[config.mk]
export PLATFORM = sky130hd
export DESIGN_NAME = neuromorphic_x1_wb_ctrl
export DESIGN_NICKNAME = d
export VERILOG_FILES = /design/src/rtl/neuromorphic_x1_pkg.sv /design/src/rtl/neuromorphic_x1_wb_ctrl.sv
export SDC_FILE = /design/constraint.sdc
export NUM_CORES = 1
export LEC_CHECK = 0
export CAP_MARGIN = 15
export CORE_UTILIZATION = 37
export CTS_CLUSTER_SIZE = 8
export DETAILED_ROUTE_END_ITERATION = 8
export PLACE_DENSITY = 0.68
export SLEW_MARGIN = 20
export SYNTH_ARGS = -nofsm -noshare
export SYNTH_HDL_FRONTEND = slang
export SYNTH_SLANG_ARGS = --single-unit
[constraint.sdc]
create_clock -name CLKin -period 2.1 [get_ports CLKin]
set_input_delay 0.21 -clock CLKin [delete_from_list [all_inputs] [get_ports CLKin]]
set_output_delay 0.21 -clock CLKin [all_outputs]
set_load 0.05 [all_outputs]
[src/rtl/neuromorphic_x1_pkg.sv]
// Shared types and constants for the NEUROMORPHIC_X1 Wishbone controller:
// FSM states, register offsets, STATUS bit layout and the STATUS packer.
package neuromorphic_x1_pkg;

    typedef enum logic [1:0] {
        IDLE = 2'd0,
        REQ  = 2'd1,
        RESP = 2'd2
    } state_t;

    // Register offsets taken from wbs_adr_i[3:2]
    localparam logic [1:0] OFF_DATA    = 2'd0;
    localparam logic [1:0] OFF_STATUS  = 2'd1;
    localparam logic [1:0] OFF_LAST_RD = 2'd2;

    // STATUS bit positions
    localparam int STAT_OVF = 16;
    localparam int STAT_UNF = 17;
    localparam int STAT_TMO = 18;

    // Pending-entry counter width (holds 0..DEPTH)
    localparam int PEND_W = 6;

    // Assemble the STATUS word; unlisted bits read as zero
    function automatic logic [31:0] pack_status(
        input logic [PEND_W-1:0] pend,
        input logic              ovf,
        input logic              unf,
        input logic              tmo
    );
        logic [31:0] w;
        w               = '0;
        w[PEND_W-1:0]   = pend;
        w[STAT_OVF]     = ovf;
        w[STAT_UNF]     = unf;
        w[STAT_TMO]     = tmo;
        return w;
    endfunction

endpackage

[src/rtl/neuromorphic_x1_wb_ctrl.sv]
// Wishbone-classic slave that turns bus accesses into single-outstanding
// requests on the NEUROMORPHIC_X1 ReRAM macro port. Each request is held
// until func_ack (or a timeout), then acknowledged on the bus. Tracks the
// macro's pending-entry count and keeps sticky overflow/underflow/timeout
// flags readable through STATUS.
module neuromorphic_x1_wb_ctrl
    import neuromorphic_x1_pkg::*;
#(
    parameter logic [31:0] BASE_ADDR   = 32'h3000_0000,
    parameter int          DEPTH       = 32,
    parameter int          TIMEOUT_CYC = 1024
) (
    input  logic        CLKin,
    input  logic        RSTin,
    input  logic        wbs_cyc_i,
    input  logic        wbs_stb_i,
    input  logic        wbs_we_i,
    input  logic [3:0]  wbs_sel_i,
    input  logic [31:0] wbs_adr_i,
    input  logic [31:0] wbs_dat_i,
    output logic        wbs_ack_o,
    output logic [31:0] wbs_dat_o,
    output logic        EN,
    output logic        R_WB,
    output logic [31:0] DI,
    output logic [31:0] AD,
    output logic [3:0]  SEL,
    input  logic [31:0] DO,
    input  logic        func_ack
);

    localparam int                TMO_W    = $clog2(TIMEOUT_CYC + 1);
    localparam logic [TMO_W-1:0]  TMO_LAST = TMO_W'(TIMEOUT_CYC - 1);
    localparam logic [PEND_W-1:0] DEPTH_P  = PEND_W'(DEPTH);

    state_t             state, state_n;
    logic [PEND_W-1:0]  pending, pending_n;
    logic               ovf, unf, tmo;
    logic               ovf_n, unf_n, tmo_n;
    logic               ovf_set, unf_set, tmo_set;
    logic [2:0]         flag_clr;
    logic [31:0]        last_rd, last_rd_n;
    logic [TMO_W-1:0]   tmo_cnt, tmo_cnt_n;
    logic               en_n, rwb_n, ack_n;
    logic [31:0]        di_n, ad_n, dat_n;
    logic [3:0]         sel_n;
    logic               hit;
    logic [1:0]         off;

    // Pending count never exceeds the macro capacity
    function automatic logic [PEND_W-1:0] sat_inc(input logic [PEND_W-1:0] v);
        return (v >= DEPTH_P) ? DEPTH_P : v + PEND_W'(1);
    endfunction

    // Pending count never wraps below zero
    function automatic logic [PEND_W-1:0] sat_dec(input logic [PEND_W-1:0] v);
        return (v == '0) ? '0 : v - PEND_W'(1);
    endfunction

    assign hit = wbs_cyc_i && wbs_stb_i && (wbs_adr_i[31:4] == BASE_ADDR[31:4]);
    assign off = wbs_adr_i[3:2];

    // Next-state and next-output decode for the whole controller
    always_comb begin
        state_n   = state;
        en_n      = EN;
        rwb_n     = R_WB;
        di_n      = DI;
        ad_n      = AD;
        sel_n     = SEL;
        ack_n     = 1'b0;
        dat_n     = wbs_dat_o;
        last_rd_n = last_rd;
        pending_n = pending;
        tmo_cnt_n = tmo_cnt;
        ovf_set   = 1'b0;
        unf_set   = 1'b0;
        tmo_set   = 1'b0;
        flag_clr  = 3'b000;

        case (state)
            IDLE: begin
                if (hit) begin
                    case (off)
                        OFF_DATA: begin
                            if (wbs_we_i) begin
                                if (pending < DEPTH_P) begin
                                    di_n      = wbs_dat_i;
                                    ad_n      = wbs_adr_i;
                                    sel_n     = wbs_sel_i;
                                    rwb_n     = 1'b0;
                                    en_n      = 1'b1;
                                    tmo_cnt_n = '0;
                                    state_n   = REQ;
                                end else begin
                                    ovf_set = 1'b1;
                                    dat_n   = '0;
                                    ack_n   = 1'b1;
                                    state_n = RESP;
                                end
                            end else begin
                                if (pending != '0) begin
                                    ad_n      = wbs_adr_i;
                                    sel_n     = wbs_sel_i;
                                    rwb_n     = 1'b1;
                                    en_n      = 1'b1;
                                    tmo_cnt_n = '0;
                                    state_n   = REQ;
                                end else begin
                                    unf_set = 1'b1;
                                    dat_n   = '0;
                                    ack_n   = 1'b1;
                                    state_n = RESP;
                                end
                            end
                        end
                        OFF_STATUS: begin
                            if (wbs_we_i) begin
                                if (wbs_sel_i[2]) begin
                                    flag_clr = {wbs_dat_i[STAT_TMO],
                                                wbs_dat_i[STAT_UNF],
                                                wbs_dat_i[STAT_OVF]};
                                end
                                dat_n = '0;
                            end else begin
                                dat_n = pack_status(pending, ovf, unf, tmo);
                            end
                            ack_n   = 1'b1;
                            state_n = RESP;
                        end
                        OFF_LAST_RD: begin
                            dat_n   = wbs_we_i ? 32'h0 : last_rd;
                            ack_n   = 1'b1;
                            state_n = RESP;
                        end
                        default: begin
                            dat_n   = '0;
                            ack_n   = 1'b1;
                            state_n = RESP;
                        end
                    endcase
                end
            end
            REQ: begin
                if (func_ack) begin
                    en_n    = 1'b0;
                    ack_n   = 1'b1;
                    state_n = RESP;
                    if (R_WB) begin
                        dat_n     = DO;
                        last_rd_n = DO;
                        pending_n = sat_dec(pending);
                    end else begin
                        dat_n     = '0;
                        pending_n = sat_inc(pending);
                    end
                end else if (tmo_cnt == TMO_LAST) begin
                    en_n    = 1'b0;
                    tmo_set = 1'b1;
                    dat_n   = '0;
                    ack_n   = 1'b1;
                    state_n = RESP;
                end else begin
                    tmo_cnt_n = tmo_cnt + TMO_W'(1);
                end
            end
            RESP: begin
                state_n = IDLE;
            end
            default: begin
                en_n    = 1'b0;
                state_n = IDLE;
            end
        endcase

        // A set in the same cycle as a clear leaves the flag set
        ovf_n = ovf_set | (ovf & ~flag_clr[0]);
        unf_n = unf_set | (unf & ~flag_clr[1]);
        tmo_n = tmo_set | (tmo & ~flag_clr[2]);
    end

    // FSM state register
    always_ff @(posedge CLKin or negedge RSTin) begin
        if (!RSTin) begin
            state <= IDLE;
        end else begin
            state <= state_n;
        end
    end

    // Bus/macro outputs, counters and sticky flags
    always_ff @(posedge CLKin or negedge RSTin) begin
        if (!RSTin) begin
            wbs_ack_o <= 1'b0;
            wbs_dat_o <= '0;
            EN        <= 1'b0;
            R_WB      <= 1'b0;
            DI        <= '0;
            AD        <= '0;
            SEL       <= '0;
            pending   <= '0;
            ovf       <= 1'b0;
            unf       <= 1'b0;
            tmo       <= 1'b0;
            last_rd   <= '0;
            tmo_cnt   <= '0;
        end else begin
            wbs_ack_o <= ack_n;
            wbs_dat_o <= dat_n;
            EN        <= en_n;
            R_WB      <= rwb_n;
            DI        <= di_n;
            AD        <= ad_n;
            SEL       <= sel_n;
            pending   <= pending_n;
            ovf       <= ovf_n;
            unf       <= unf_n;
            tmo       <= tmo_n;
            last_rd   <= last_rd_n;
            tmo_cnt   <= tmo_cnt_n;
        end
    end

endmodule
* Word level (Yosys, flattened, before mapping)
Cells that the tools add are included.
** Cells by class
- Add/sub/neg operators :: 3
- Magnitude comparators :: 2
- Equal/unequal tests :: 16
- Multiplexer cells :: 69
- Bitwise operators :: 10
- Reduce and logical (&&, ||, !) cells :: 16
** Operators with widths (count)
- two-way mux 32 bit :: 11
- case mux 32 bit (3 select lines) :: 1
- two-way mux 11 bit :: 7
- case mux 32 bit (2 select lines) :: 1
- equality test 28 x 26 -> 1 bit (second input constant) :: 1
- two-way mux 1 bit :: 26
- case mux 11 bit (2 select lines) :: 1
- two-way mux 19 bit :: 1
- two-way mux 6 bit :: 3
- two-way mux 3 bit :: 5
- AND reduction 5 bit :: 3
- two-way mux 2 bit :: 7
- two-way mux 4 bit :: 3
- adder 11 x 1 -> 11 bit (second input constant) :: 1
- equality test 11 x 10 -> 1 bit (second input constant) :: 1
- inequality test 3 bit (second input constant) :: 3
- inequality test 4 bit (second input constant) :: 2
- AND reduction 7 bit :: 1
- adder 6 x 1 -> 6 bit (second input constant) :: 1
- >= comparator 6 bit (second input constant) :: 1
- logical NOT 6 bit :: 1
- < comparator 6 bit (second input constant) :: 1
- inequality test 2 bit (second input constant) :: 3
- AND reduction 6 bit :: 1
- other kinds (16) :: 30
** Storage, ports and cells
- Register bits :: 157
- Output and inout port bits :: 103
- Word-level logic and storage cells :: 130

* Logic depth before layout (Yosys ltp)
Gate-level depths: netlist (run 1).
- Depth in word-level cells :: 8
- Depth in mapped cells :: 8

* Worst setup path after synthesis (run 1)
Ideal clock, no wire load.
- Path kind :: reg2reg
- Start :: register pending[0]
- End :: register wbs_dat_o[0]
- Data arrival time :: 2.023 ns
- Required time :: 1.975 ns
- Slack :: -0.048 ns
- Cell stages (with the launch flop) :: 8
- Clock period less this slack :: 2.148 ns
- Cell sequence :: dfrtp_1 -> inv_1 -> ha_1 -> or4b_1 -> o31ai_4 -> a21oi_2 -> buf_6 -> mux2_4
** On the way
- Cells in the longest elaborated chain, start to end :: 4
- Elaborated cells on any way between the ends :: 9
- Classes of those cells :: order compare: 1; eq/ne: 2; mux: 4; reduce/logical: 2
** Ends and longest elaborated chain
- start: declaration :: RTL line neuromorphic_x1_wb_ctrl.sv:37 : logic [PEND_W-1:0] pending, pending_n;
- start signal: assignment :: RTL line neuromorphic_x1_wb_ctrl.sv:215 : pending <= pending_n;
- branches (longest 4 deep; another with < comparator 6 bit)
- end signal: assignment :: RTL line neuromorphic_x1_wb_ctrl.sv:209 : wbs_dat_o <= dat_n;
- end: declaration :: RTL line neuromorphic_x1_wb_ctrl.sv:22 : output logic [31:0] wbs_dat_o,
Several ways; the timed one is not identified. The select of a mux whose other input is x is not followed.
A chain may end at the register's enable or synchronous reset.

* Worst setup path in the final report (run 1)
- Start :: register pending[0]
- End :: register AD[3]
** On the way
- Cells in the longest elaborated chain, start to end :: 3
- Elaborated cells on any way between the ends :: 5
- Classes of those cells :: order compare: 1; eq/ne: 1; reduce/logical: 3
** Ends and longest elaborated chain
- < comparator 6 bit or nonzero test 6 bit (tied branches) :: RTL line neuromorphic_x1_wb_ctrl.sv:87, neuromorphic_x1_wb_ctrl.sv:102
- inequality test 2 x 1 -> 1 bit (no line) or nonzero test 2 bit (tied branches)
- AND reduction 5 bit (no line) (*)
- end signal: assignment :: RTL line neuromorphic_x1_wb_ctrl.sv:213 : AD <= ad_n;
- end: declaration :: RTL line neuromorphic_x1_wb_ctrl.sv:26 : output logic [31:0] AD,
Mark *: on every way between the ends. The rest lies on a longest branch, timed or not.

==> results of run 1 <==
## worst paths after layout
check / from / end / slack (ns) / depth (start not counted)
max: pending[0]$_DFFE_PN0P_ / AD[3]$_DFFE_PN0P_ / -0.07 / 8
min: RSTin / DI[21]$_DFFE_PN0P_ / 0.30 / 2
max reg2reg: pending[0]$_DFFE_PN0P_ / AD[3]$_DFFE_PN0P_ / -0.07 / 8
min reg2reg: last_rd[19]$_DFFE_PN0P_ / last_rd[19]$_DFFE_PN0P_ / 0.47 / 2
max in group asynchronous: RSTin / last_rd[23]$_DFFE_PN0P_ / 1.09 / 3
min in group CLKin: DO[13] / last_rd[13]$_DFFE_PN0P_ / 0.34 / 3
## cells in the final DEF, fill, tap and decap left out, drive strengths merged, types with 8 or more instances in the layout
cell type | synthesis | routed
a21oi | 8 | 8
a22oi | 11 | 11
buf | 9 | 59
clkbuf | 18 | 24
clkdlybuf4s50 | 0 | 207
dfrtp | 157 | 157
inv | 11 | 12
mux2 | 72 | 72
nand2 | 168 | 168
nand3 | 10 | 10
nor2 | 9 | 9
nor2b | 27 | 27
o21ai | 13 | 14
o31ai | 8 | 8
## registers in the layout (all words and copies together) (netlist names), 2 cells and up
name	flops
last_rd	32
state	2
wbs_dat_o	32
AD	32
DI	32
tmo_cnt	11
SEL	4
pending	6
## stage by stage
step	setup slack, ns	TNS, ns
floorplan	-0.001714	-0.03757
CTS	-0.1313	-5.530
global placement	-0.2297	-15.27
global route	-0.1371	-7.666
finish	-0.07099	-2.003
detailed placement	-0.2934	-19.35
## critical path, stage by stage (launching register included)
cell,delay [ns]
dfrtp_1,0.39
inv_2,0.06
ha_2,0.14
or4b_4,0.49
o31ai_4,0.28
buf_6,0.16
nor3_4,0.06
clkbuf_16,0.17
mux2_4,0.29
## timing repair
action,CTS,global route
hold endpoints to repair,49,0
endpoints found under the setup margin,57,97
hold buffers,1,0
cloned,4,2
gates resized for setup,22,49
pin swaps,6,9
setup buffers,7,3
## cells by family (layout without fill, tap and decap cells)
kind of cell | Yosys count | after routing | share of synthesized area (%)
compound gates | 60 | 61 | 6.279
mux | 75 | 75 | 14.09
buf+inv | 38 | 314 | 2.888
flops | 157 | 157 | 58.51
fa+ha+maj | 7 | 7 | 1.304
simple gates | 249 | 249 | 16.94
## per-layer routing
| layer | wire (um) | track usage (%) |
|---|---|---|
| met1 | 7496 | 23.72 |
| met2 | 9072 | 32.91 |
| met3 | 1329 | 6.778 |
| met4 | 202 | 6.296 |
| met5 | 0 | 0 |
## power by group
part | total (mW) | internal (mW) | leakage [nW] | switching (mW)
clock network | 3.20 | 1.95 | 0.297 | 1.26
logic | 0.594 | 0.326 | 2.66 | 0.268
registers | 3.16 | 3.10 | 2.15 | 0.0531
## final cells by class
| class | instances | area, um^2 |
|---|---|---|
| Clock buffer | 20 | 456.7 |
| Clock inverter | 12 | 162.7 |
| Fill cell | 1425 | 7074 |
| Inverter | 11 | 41.29 |
| Multi-Input combinational cell | 392 | 2828 |
| Sequential cell | 157 | 3930 |
| Tap cell | 225 | 281.5 |
| Timing Repair Buffer | 271 | 2763 |
==> flow_summary.json, run 1 <==
{
  "status": "complete, but fails checks",
  "violations": "setup timing",
  "fp.dieArea_um2": 18690,
  "setup_viol": 47,
  "antenna_found_initial": 0,
  "drt-total-wl_mm": 18.10,
  "clk_latency_ns": 0.42,
  "skew_ns": 0.006411,
  "clock_path_buffers": 2,
  "dp_cells": 1041,
  "cts_tree": "built",
  "leakagePower_nw": 5.105,
  "min_period_ns": 2.171,
  "worstPathRequired_ns": 2.40,
  "grt_pass1_vias": 5592,
  "via_count": 5308,
  "hp-class": "input port to asynchronous set/reset pin",
  "die_w_um": 136.7,
  "cp-end-kind": "flop",
  "yosys.area.top_type_share_pct": 58.51,
  "yosysMostFrequentCell": "nand2_1",
  "cts_buffers": 17,
  "final_cell_area_um2": 10460,
  "maxSlewViolCount": 0,
  "finalNetCount": 963,
  "core_area_um2": 17540,
  "first_pass_iters": 4,
  "ys.flop_type": "dfrtp_1",
  "ir_worst_vdd_v": 0.0005574,
  "drc_errors": 0,
  "post_dp_cell_area_um2": 9388,
  "post_drt_wl_per_cell_um": 16.64,
  "worst_slew_pin_slew_ns": 0.6269,
  "finalNonFillerCells": 1088,
  "drive_gt1_share_pct": 22.48,
  "synth_common_cells": "nand2_1, dfrtp_1, mux2_2",
  "cap_violations": 0,
  "critPathMaxFanout": 6,
  "finalCritPeriodShare_pct": 103.4,
  "critPathKind": "flop to flop",
  "netlist_top_cells_area": "dfrtp_1, nand2_1, mux2_4, mux2_2, nor2b_1",
  "viasPerCell": 4.879,
  "crit_arrival_ns": 2.47,
  "async_reset_ff_share_pct": 100.0,
  "drtIter0Drc": 217,
  "areaGrowthSynthToFinish_pct": 55.80,
  "ys_seq_area_share_pct": 58.51,
  "path_clk_slew_ns": 0.06,
  "ant_nets": 0,
  "grt_max_degree": 62,
  "port_buffers": 208,
  "syn-cell-area_um2": 6715,
  "gp_routability_congestion": 0.8133,
  "grt-ovfl-total": 0,
  "ys_warn_count": 0,
  "synth_area_per_cell_um2": 11.46,
  "diodes": 0,
  "start_util_pct": 38.29,
  "fin_util_pct": 59.66,
  "ys_seq_elements": 157,
  "fin_ws_ns": -0.07099,
  "cts.sinks": 157,
  "grt_pass1_wl_mm": 28.19,
  "htree_levels": 4,
  "std_cell_rows": 48,
  "ys_types": 51,
  "syn-num-nets": 699,
  "synth_edf_count": 0,
  "io-pin-count": 209,
  "hold_viol_final": 0,
  "max_freq_mhz": 460.6,
  "yosysTopAreaCell": "dfrtp_1",
  "startpoint_type": "flop",
  "dp_hpwl_mm": 12.37,
  "die_h_um": 136.7,
  "hold_ws_ns": 0.3025,
  "grt_use_total_pct": 19.69,
  "cts_root_buf": "clkbuf_16",
  "power.density_nw_per_um2": 664.6,
  "p_total_mw": 6.953,
  "syn_inst": 586,
  "slew_headroom_pct": 58.18,
  "rsz0062_at_grt": "yes"
}
Note: power is estimated with default switching activity, not from simulation.
==> run 2, diff against run 1 <==
Settings changed: CORE_UTILIZATION 37 to 42, PLACE_DENSITY 0.68 to 0.76.
==> run 2 against run 1 <==
Net effect: the flow still finishes with violations (setup timing); sequential share of layout area about the same; clock skew up 0.0035 ns; fmax decreased by 2.4%; worst setup slack lost 0.053 ns; cell count down 0.92%; register-to-register slack got worse by 0.05 ns; clock power shrank 4%; critical path depth unchanged; critical path type unchanged.
==> flow_summary.json, run 2 (same netlist as run 1, synthesis figures left out) <==
{
  "startpoint_type": "flop",
  "viasPerCell": 5.007,
  "dp_cells": 1029,
  "grt_pass1_wl_mm": 28.33,
  "io-pin-count": 209,
  "antenna_found_initial": 0,
  "die_h_um": 128.4,
  "max_freq_mhz": 449.7,
  "die_w_um": 128.4,
  "post_drt_wl_per_cell_um": 16.89,
  "slew_headroom_pct": 59.51,
  "dp_hpwl_mm": 12.14,
  "fin_ws_ns": -0.1239,
  "setup_viol": 67,
  "worst_slew_pin_slew_ns": 0.6054,
  "hold_viol_final": 0,
  "first_pass_iters": 4,
  "areaGrowthSynthToFinish_pct": 55.75,
  "cts_tree": "built",
  "skew_ns": 0.009914,
  "cts_root_buf": "clkbuf_16",
  "fin_util_pct": 67.79,
  "finalNetCount": 967,
  "cp-end-kind": "flop",
  "finalNonFillerCells": 1078,
  "port_buffers": 208,
  "violations": "setup timing",
  "power.density_nw_per_um2": 656.2,
  "status": "complete, but fails checks",
  "layout_commonest_cell": "clkdlybuf4s50_1",
  "min_period_ns": 2.224,
  "path_clk_slew_ns": 0.07,
  "diodes": 0,
  "gp_routability_congestion": 0.8921,
  "grt_max_degree": 64,
  "grt_pass1_vias": 5775,
  "crit_arrival_ns": 2.52,
  "hp-class": "input port to asynchronous set/reset pin",
  "htree_levels": 4,
  "cap_violations": 0,
  "maxSlewViolCount": 0,
  "place_ws_ns": -0.2278,
  "ir_worst_vdd_v": 0.0005198,
  "drc_errors": 0,
  "grt-ovfl-total": 0,
  "std_cell_rows": 45,
  "leakagePower_nw": 5.119,
  "worstPathRequired_ns": 2.40,
  "fp.dieArea_um2": 16500,
  "critPathMaxFanout": 5,
  "clk_latency_ns": 0.42,
  "via_count": 5398,
  "cts.sinks": 157,
  "ant_nets": 0,
  "drt-total-wl_mm": 18.21,
  "drive_gt1_share_pct": 22.38,
  "core_area_um2": 15430,
  "fin_setup_tns_ns": -5.177,
  "critPathKind": "flop to flop",
  "cts_buffers": 17,
  "rsz0062_at_grt": "yes",
  "drtIter0Drc": 370,
  "mostFrequentLayoutCells": "clkdlybuf4s50_1, nand2_1, dfrtp_1, mux2_4, buf_4",
  "clock_path_buffers": 2,
  "start_util_pct": 43.53,
  "grt_use_total_pct": 22.23,
  "finalCritPeriodShare_pct": 105.9,
  "p_total_mw": 6.863
}
run 2: stage by stage:
step | hold slack (ns) | instance area, um^2
6_report | 0.3420 | 10460
5_1_grt | 0.3493 | 10460
4_1_cts | 0.3130 | 10130
3_5_place_dp | 0.2366 | 9360
3_3_place_gp | 0.2286 | 9360
2_1_floorplan | -0.08559 | 6733
run 2: where the power goes:
part,internal [mW],total (mW),switching (mW)
clock network,1.82,3.08,1.26
logic,0.345,0.626,0.280
registers,3.10,3.15,0.0511
run 2: worst paths after layout:
path                                         start                       to  slack, ns  cells past startpoint
max                         pending[0]$_DFFE_PN0P_       SEL[0]$_DFFE_PN0P_      -0.12                      8
max reg2reg                 pending[0]$_DFFE_PN0P_       SEL[0]$_DFFE_PN0P_      -0.12                      8
min in group CLKin                          DO[26]  last_rd[26]$_DFFE_PN0P_       0.34                      3
max in group asynchronous                    RSTin     state[0]$_DFFE_PN0P_       1.02                      3
min reg2reg                last_rd[21]$_DFFE_PN0P_  last_rd[21]$_DFFE_PN0P_       0.48                      2
min                                          RSTin        AD[0]$_DFFE_PN0P_       0.34                      2
run 2: what timing repair did:
item | in CTS | in global routing
endpoints found under the setup margin | 75 | 106
pin swaps | 1 | 10
gates resized for setup | 16 | 56
hold buffers | 1 | 0
hold endpoints to repair | 58 | 0
setup buffers | 5 | 6
cloned | 3 | 4
run 2: layout make-up:
type / instances / area, um^2
Fill cell: 1116 / 4969
Sequential cell: 157 / 3929
Clock buffer: 20 / 456.7
Inverter: 11 / 41.29
Tap cell: 211 / 264.0
Clock inverter: 12 / 135.1
Timing Repair Buffer: 274 / 2773
Multi-Input combinational cell: 393 / 2860
run 2: critical path: stages, from the launching register on:
cell and delay, ns:
dfrtp_1 0.40, inv_2 0.09, ha_4 0.13, or4b_4 0.49, o31ai_4 0.31, buf_6 0.17
nor3_4 0.06, clkbuf_16 0.16, mux2_4 0.29
run 2: layer usage:
layer,vias up,GRT usage (%),part of all wire (%),wire length (um)
met3,18,6.611,7.2,1304
met5,-,0,0,0
li1,2529,-,-,-
met2,188,37.90,51,9363
met4,0,8.581,1.3,235
met1,2663,26.48,40,7306
